**src/rtl/median_filter_top.sv**
```systemverilog
// ---------------------------------------------------------------------------
// median_filter_top
//   Streaming 3x3 median filter for raster-order grayscale pixels, one pixel
//   per clock with no handshake. Two line-buffer RAMs each delay the stream by
//   exactly IMG_WIDTH samples. A 3x3 window register array feeds a 9-input
//   median selector, and the result is registered onto DATA_OUT.
//
// Ports
//   clk        system clock, rising-edge active
//   reset      asynchronous reset, active low (0 = in reset)
//   DATA_IN    pixel captured on every rising edge while reset = 1
//   DATA_OUT   registered median of the previous cycle's window
//   Valid_OUT  high once DATA_OUT is the median of a fully loaded window
// ---------------------------------------------------------------------------
module median_filter_top #(
  parameter int DATA_WIDTH = 8,
  parameter int IMG_WIDTH  = 256
) (
  input  logic                  clk,
  input  logic                  reset,
  input  logic [DATA_WIDTH-1:0] DATA_IN,
  output logic [DATA_WIDTH-1:0] DATA_OUT,
  output logic                  Valid_OUT
);

  localparam int PTR_W = (IMG_WIDTH > 1) ? $clog2(IMG_WIDTH) : 1;
  localparam int FILL  = 2 * IMG_WIDTH + 2;
  localparam int CNT_W = $clog2(FILL + 1);

  localparam logic [PTR_W-1:0] PTR_LAST = PTR_W'(IMG_WIDTH - 1);
  localparam logic [CNT_W-1:0] CNT_FULL = CNT_W'(FILL);

  // -------------------------------------------------------------------------
  // Line buffers. Both RAMs share one circular pointer. The slot at ptr_q was
  // written exactly IMG_WIDTH edges ago, so reading before overwriting gives
  // a W-sample delay with no gap cycle at the wrap. RAM contents are not
  // reset; anything stale is masked by Valid_OUT.
  // -------------------------------------------------------------------------
  logic [DATA_WIDTH-1:0] lb1_mem [IMG_WIDTH];
  logic [DATA_WIDTH-1:0] lb2_mem [IMG_WIDTH];
  logic [DATA_WIDTH-1:0] lb1_rd;
  logic [DATA_WIDTH-1:0] lb2_rd;
  logic [PTR_W-1:0]      ptr_q, ptr_d;

  assign lb1_rd = lb1_mem[ptr_q];
  assign lb2_rd = lb2_mem[ptr_q];

  always_comb begin
    ptr_d = ptr_q + PTR_W'(1);
    if (ptr_q == PTR_LAST) begin
      ptr_d = '0;
    end
  end

  always_ff @(posedge clk) begin
    if (reset) begin
      lb1_mem[ptr_q] <= DATA_IN;
      lb2_mem[ptr_q] <= lb1_rd;
    end
  end

  // -------------------------------------------------------------------------
  // Window registers. Index 0..2 = top row, 3..5 = middle, 6..8 = bottom;
  // within a row the lowest index is the oldest pixel.
  // -------------------------------------------------------------------------
  logic [DATA_WIDTH-1:0] win_q [9];
  logic [DATA_WIDTH-1:0] win_d [9];

  always_comb begin
    win_d[0] = win_q[1];
    win_d[1] = win_q[2];
    win_d[2] = lb2_rd;
    win_d[3] = win_q[4];
    win_d[4] = win_q[5];
    win_d[5] = lb1_rd;
    win_d[6] = win_q[7];
    win_d[7] = win_q[8];
    win_d[8] = DATA_IN;
  end

  // -------------------------------------------------------------------------
  // Median selection by ranking. Each element's rank is the number of other
  // elements that are smaller, or equal but at a lower index. The index
  // tie-break gives every element a distinct rank 0..8, so exactly one
  // element has rank 4 and it is the 5th smallest, with duplicates counted
  // individually.
  // -------------------------------------------------------------------------
  logic [3:0]            rank [9];
  logic [DATA_WIDTH-1:0] med;

  always_comb begin
    med = '0;
    for (int i = 0; i < 9; i++) begin
      rank[i] = '0;
      for (int j = 0; j < 9; j++) begin
        if (j != i) begin
          if ((win_q[j] < win_q[i]) || ((win_q[j] == win_q[i]) && (j < i))) begin
            rank[i] = rank[i] + 4'd1;
          end
        end
      end
      if (rank[i] == 4'd4) begin
        med = win_q[i];
      end
    end
  end

  // -------------------------------------------------------------------------
  // Fill tracking. Before edge k, cnt_q holds min(k, 2W+2). This means
  // full_q after edge k is set exactly when the window holds real data
  // (k >= 2W+2). Valid_OUT follows one edge later, aligned with DATA_OUT.
  // The counter saturates, so Valid_OUT never drops until reset.
  // -------------------------------------------------------------------------
  logic [CNT_W-1:0]      cnt_q, cnt_d;
  logic                  full_q, full_d;
  logic [DATA_WIDTH-1:0] data_q, data_d;
  logic                  valid_q, valid_d;

  always_comb begin
    full_d  = (cnt_q == CNT_FULL);
    cnt_d   = full_d ? cnt_q : cnt_q + CNT_W'(1);
    data_d  = med;
    valid_d = full_q;
  end

  always_ff @(posedge clk or negedge reset) begin
    if (!reset) begin
      ptr_q   <= '0;
      cnt_q   <= '0;
      full_q  <= 1'b0;
      data_q  <= '0;
      valid_q <= 1'b0;
      for (int i = 0; i < 9; i++) begin
        win_q[i] <= '0;
      end
    end else begin
      ptr_q   <= ptr_d;
      cnt_q   <= cnt_d;
      full_q  <= full_d;
      data_q  <= data_d;
      valid_q <= valid_d;
      for (int i = 0; i < 9; i++) begin
        win_q[i] <= win_d[i];
      end
    end
  end

  assign DATA_OUT  = data_q;
  assign Valid_OUT = valid_q;

endmodule

```
**config.mk**
```make
export PLATFORM = sky130hd
export DESIGN_NAME = median_filter_top
export DESIGN_NICKNAME = d
export VERILOG_FILES = /design/src/rtl/median_filter_top.sv
export SDC_FILE = /design/constraint.sdc
export NUM_CORES = 2
export LEC_CHECK = 0
export ABC_AREA = 1
export CAP_MARGIN = 0
export CORE_MARGIN = 2
export CORE_UTILIZATION = 58
export CTS_CLUSTER_SIZE = 25
export DETAILED_ROUTE_END_ITERATION = 16
export MAX_ROUTING_LAYER = met4
export PLACE_DENSITY = 0.7
export SLEW_MARGIN = 10
export SYNTH_ARGS = -nofsm -noshare
export SYNTH_HDL_FRONTEND = slang
export SYNTH_SLANG_ARGS = --single-unit
```
**constraint.sdc**
```tcl
create_clock -name clk -period 25.6 [get_ports clk]
set_input_delay 2.56 -clock clk [delete_from_list [all_inputs] [get_ports clk]]
set_output_delay 2.56 -clock clk [all_outputs]
set_load 0.03 [all_outputs]
```
==> key figures <==
Run status
  • Status: completed

Setup path
  • Crit Path Max Fanout: around 130
  • Worst Reg2Reg Path Length in Cells: 13
  • R2r endpoint: lb2_mem[45][7]
  • WP data required: ~26 ns
  • Setup crit end kind: flip-flop
  • Setup CP Type: flip-flop to flip-flop
  • CP Data Arrival Time: approximately 9 ns
  • RR Startpoint: ptr_q[0]
  • Critical path launch point: ptr_q[0]
  • Critical Path Start Type: flip-flop
  • R2r setup slk: between 15 and 20 ns

Worst hold path
  • WHS Endpoint: Valid_OUT
  • Hold Startpoint: full_q
  • Worst Hold Class: flip-flop to flip-flop
  • Hold Path Depth: 0

Yosys
  • Post-Syn Instances: 13600
  • Simple-Gate Fraction of Synth Area: 0.0951
  • Synth Net Count: about 14000
  • Largest family of logic cells by synthesized area: compound AO/OA/AOI/OAI gates
  • Seq/Total Area, Yosys: 0.725
  • Average size of a mapped cell: 12.7 µm²
  • Yosys top cell by area: edfxtp_1
  • Mux cell area share after synthesis: 0
  • Top-area cell type share of the netlist area: 0.710
  • Asr flop ratio synth: 0.0238
  • Synth Area in Compound Gates: 0.126
  • Cell with the most instances after synthesis: edfxtp_1
  • Synth Area in Adders: 0.0258
  • Post-Synth XOR/XNOR Area: 0.00147
  • Post-synthesis register bit count: ~4200
  • Most used flip-flop cell after synthesis: edfxtp_1
  • EDFF count, synth: between 4000 and 5000
  • Cell Area, Synth: 173000 µm²
  • Warnings, synthesis: 0
  • Synth area leaders: edfxtp_1 (71%), o21ai_0 (6.0%), nor2_1 (5.3%)
  • Top cells by instance count after synthesis: edfxtp_1 (4096), nor2_1 (2426), o21ai_0 (2082)
  • Unique masters post-synth: 65

Power and ir drop
  • Worst vdd ir: approximately 0.078 mV
  • Tot Pwr: approximately 14 mW
  • Leak pwr: 63.5 nW
  • PwrDens: 71.8 nW/µm²

Placement
  • Placed instance count: 17200
  • Placed Area: about 180000 µm²
  • DP Wirelength: 304000 µm
  • IO buf count: 18
  • Final RePlAce weighted congestion: between 0.9 and 1

Job
  • Max-cap violations: 0

Clocking
  • CTS Sinks: around 4200
  • Reg clk slew, reported paths: approximately 0.060 ns
  • H-tree Lvls: 5
  • Post-CTS Hold Fix Bufs: 0
  • Post-CTS setup buffer count: 0
  • Worst-case clock buffer depth: 4
  • Post_cts resized: 0
  • CTS tree: done
  • CTS buffer count: between 400 and 500
  • Clock latency on the worst-skew pair: approximately 1 ns
  • CTS Root Cell: clkbuf_16

Global routing
  • Vias in the first global route: approximately 110k
  • Total gr overflow: 0
  • Initial antenna violation count: 30
  • Largest net degree at the start of global routing: 210
  • GR Util All Layers: 0.358
  • First-pass GRT wire length: ~770000 µm

Die
  • Die Y: between 500 and 600 µm
  • Core area: 297000 µm²
  • Full die area: 303000 µm²
  • # IOs: 19
  • # rows: 200
  • Initial Utilization: 0.583
  • Die width: about 550 µm

Timing
  • Final setup vio count: 0
  • RSZ-0062 raised after global routing: no
  • Setup TNS: 0 ns
  • Slew HR: 0.0370
  • Worst Skew: approximately 0.12 ns
  • Max Freq: 119 MHz
  • Pins Over Slew Limit: 0
  • Fin crit share: 0.327
  • Hold_ws: 0.345 ns
  • Least-Margin Pin Slew: 1.44 ns
  • Final Critical Period: between 8 and 9 ns
  • Final hold violations: 0

Drt
  • Drt pass-1 iters: 7
  • Routed vias: approximately 120k
  • DRC violations left: 0
  • Final WL: 534000 µm
  • Antenna viol nets, final: 0
  • Vias/cell: approximately 6.6
  • WL/cell: between 20 and 30 µm
  • DRT iter0 DRCs: roughly 19000

Cells and area
  • Layout cells sized above 1: 0.0956
  • Fin area: ~190000 µm²
  • Non-filler instance count after layout: between 15000 and 20000
  • Fin nets: 14100
  • Area Growth Syn to Fin: 11.4%
-- per-layer routing --
layer / share of wire / wire [µm] / global-route usage / vias up
met1: 0.37 / 195000 / 0.471 / 59000
met3: 0.13 / 70300 / 0.0939 / 1361
met5: 0 / 0 / - / -
li1: - / - / - / 50900
met4: 0.053 / 28600 / 0.163 / 0
met2: 0.45 / 240000 / 0.526 / 8042
-- layout make-up --
cell class	instances	area [µm²]
Multi-Input combinational cell	8211	43400
Timing Repair Buffer	505	4150
Inverter	359	1380
Fill cell	21000	104000
Tap cell	3939	4930
Clock inverter	250	2650
Sequential cell	4196	126000
Antenna cell	32	80.1
Clock buffer	510	10800
-- power by group --
group          total, mW  switching (mW)  internal [mW]
Sequential          7.50          0.0142           7.49
Combinational      0.299           0.220         0.0791
Clock               6.05            2.63           3.42
Total               13.9            2.86           11.0
-- sequential cells by signal, indices dropped and copies added, names as in the netlist --
register and count:
lb1_mem 2048, DATA_OUT 8, lb2_mem 2048, win_q 24, ptr_q 8, cnt_q 10, full_q 1, Valid_OUT 1
win_d 48
-- through the flow --
stage          setup slack, ns  utilization
6_report                 17.23        0.649
5_1_grt                  17.00        0.649
4_1_cts                  17.20        0.649
3_5_place_dp             17.27        0.604
3_3_place_gp             17.48        0.604
2_1_floorplan            14.55            -
-- cells in the final DEF, fill, tap and decap left out, types with 98 or more instances in the layout --
| cell type | n |
|---|---|
| a22o_1 | 129 |
| clkbuf_16 | 416 |
| nand2_1 | 1133 |
| buf_4 | 463 |
| dfrtp_1 | 98 |
| nand4_1 | 125 |
| nor2_1 | 2382 |
| a21oi_1 | 186 |
| edfxtp_1 | 4096 |
| ha_1 | 357 |
| o22ai_1 | 1047 |
| inv_1 | 314 |
| o21ai_0 | 2081 |
| a221oi_1 | 118 |
| nand3_1 | 167 |
-- kinds of logic (layout without fill, tap and decap cells) --
kind of cell | Yosys count | in the layout
AOI/OAI and AO/OA | 3779 | 3779
xor gates and xnor gates | 29 | 29
adders and majority gates | 357 | 357
buffers and inverters | 1216 | 1624
DFF | 4196 | 4196
other | 0 | 32
and+or+nand+nor | 4046 | 4046
-- worst max path at each step --
stage | end | slack, ns | cells after the start
floorplan | lb2_mem[0][7] | 14.55 | 12
global placement | lb2_mem[218][5] | 17.48 | 14
detailed placement | lb2_mem[218][5] | 17.27 | 14
CTS | lb2_mem[90][5] | 17.20 | 14
global route | lb2_mem[49][5] | 17.00 | 14
finish | lb2_mem[45][7] | 17.23 | 13
-- critical path, stage by stage, from the launching register on --
cell,delay [ns]
dfrtp_4,0.73
inv_8,0.62
buf_4,0.82
buf_4,0.63
buf_4,0.77
buf_4,0.82
o21ai_0,0.17
o22ai_1,0.16
nand2_1,0.07
a41oi_1,0.62
nor4_1,0.30
o221ai_4,0.21
buf_4,0.88
buf_4,0.79
(Power assumes the default switching activity.)
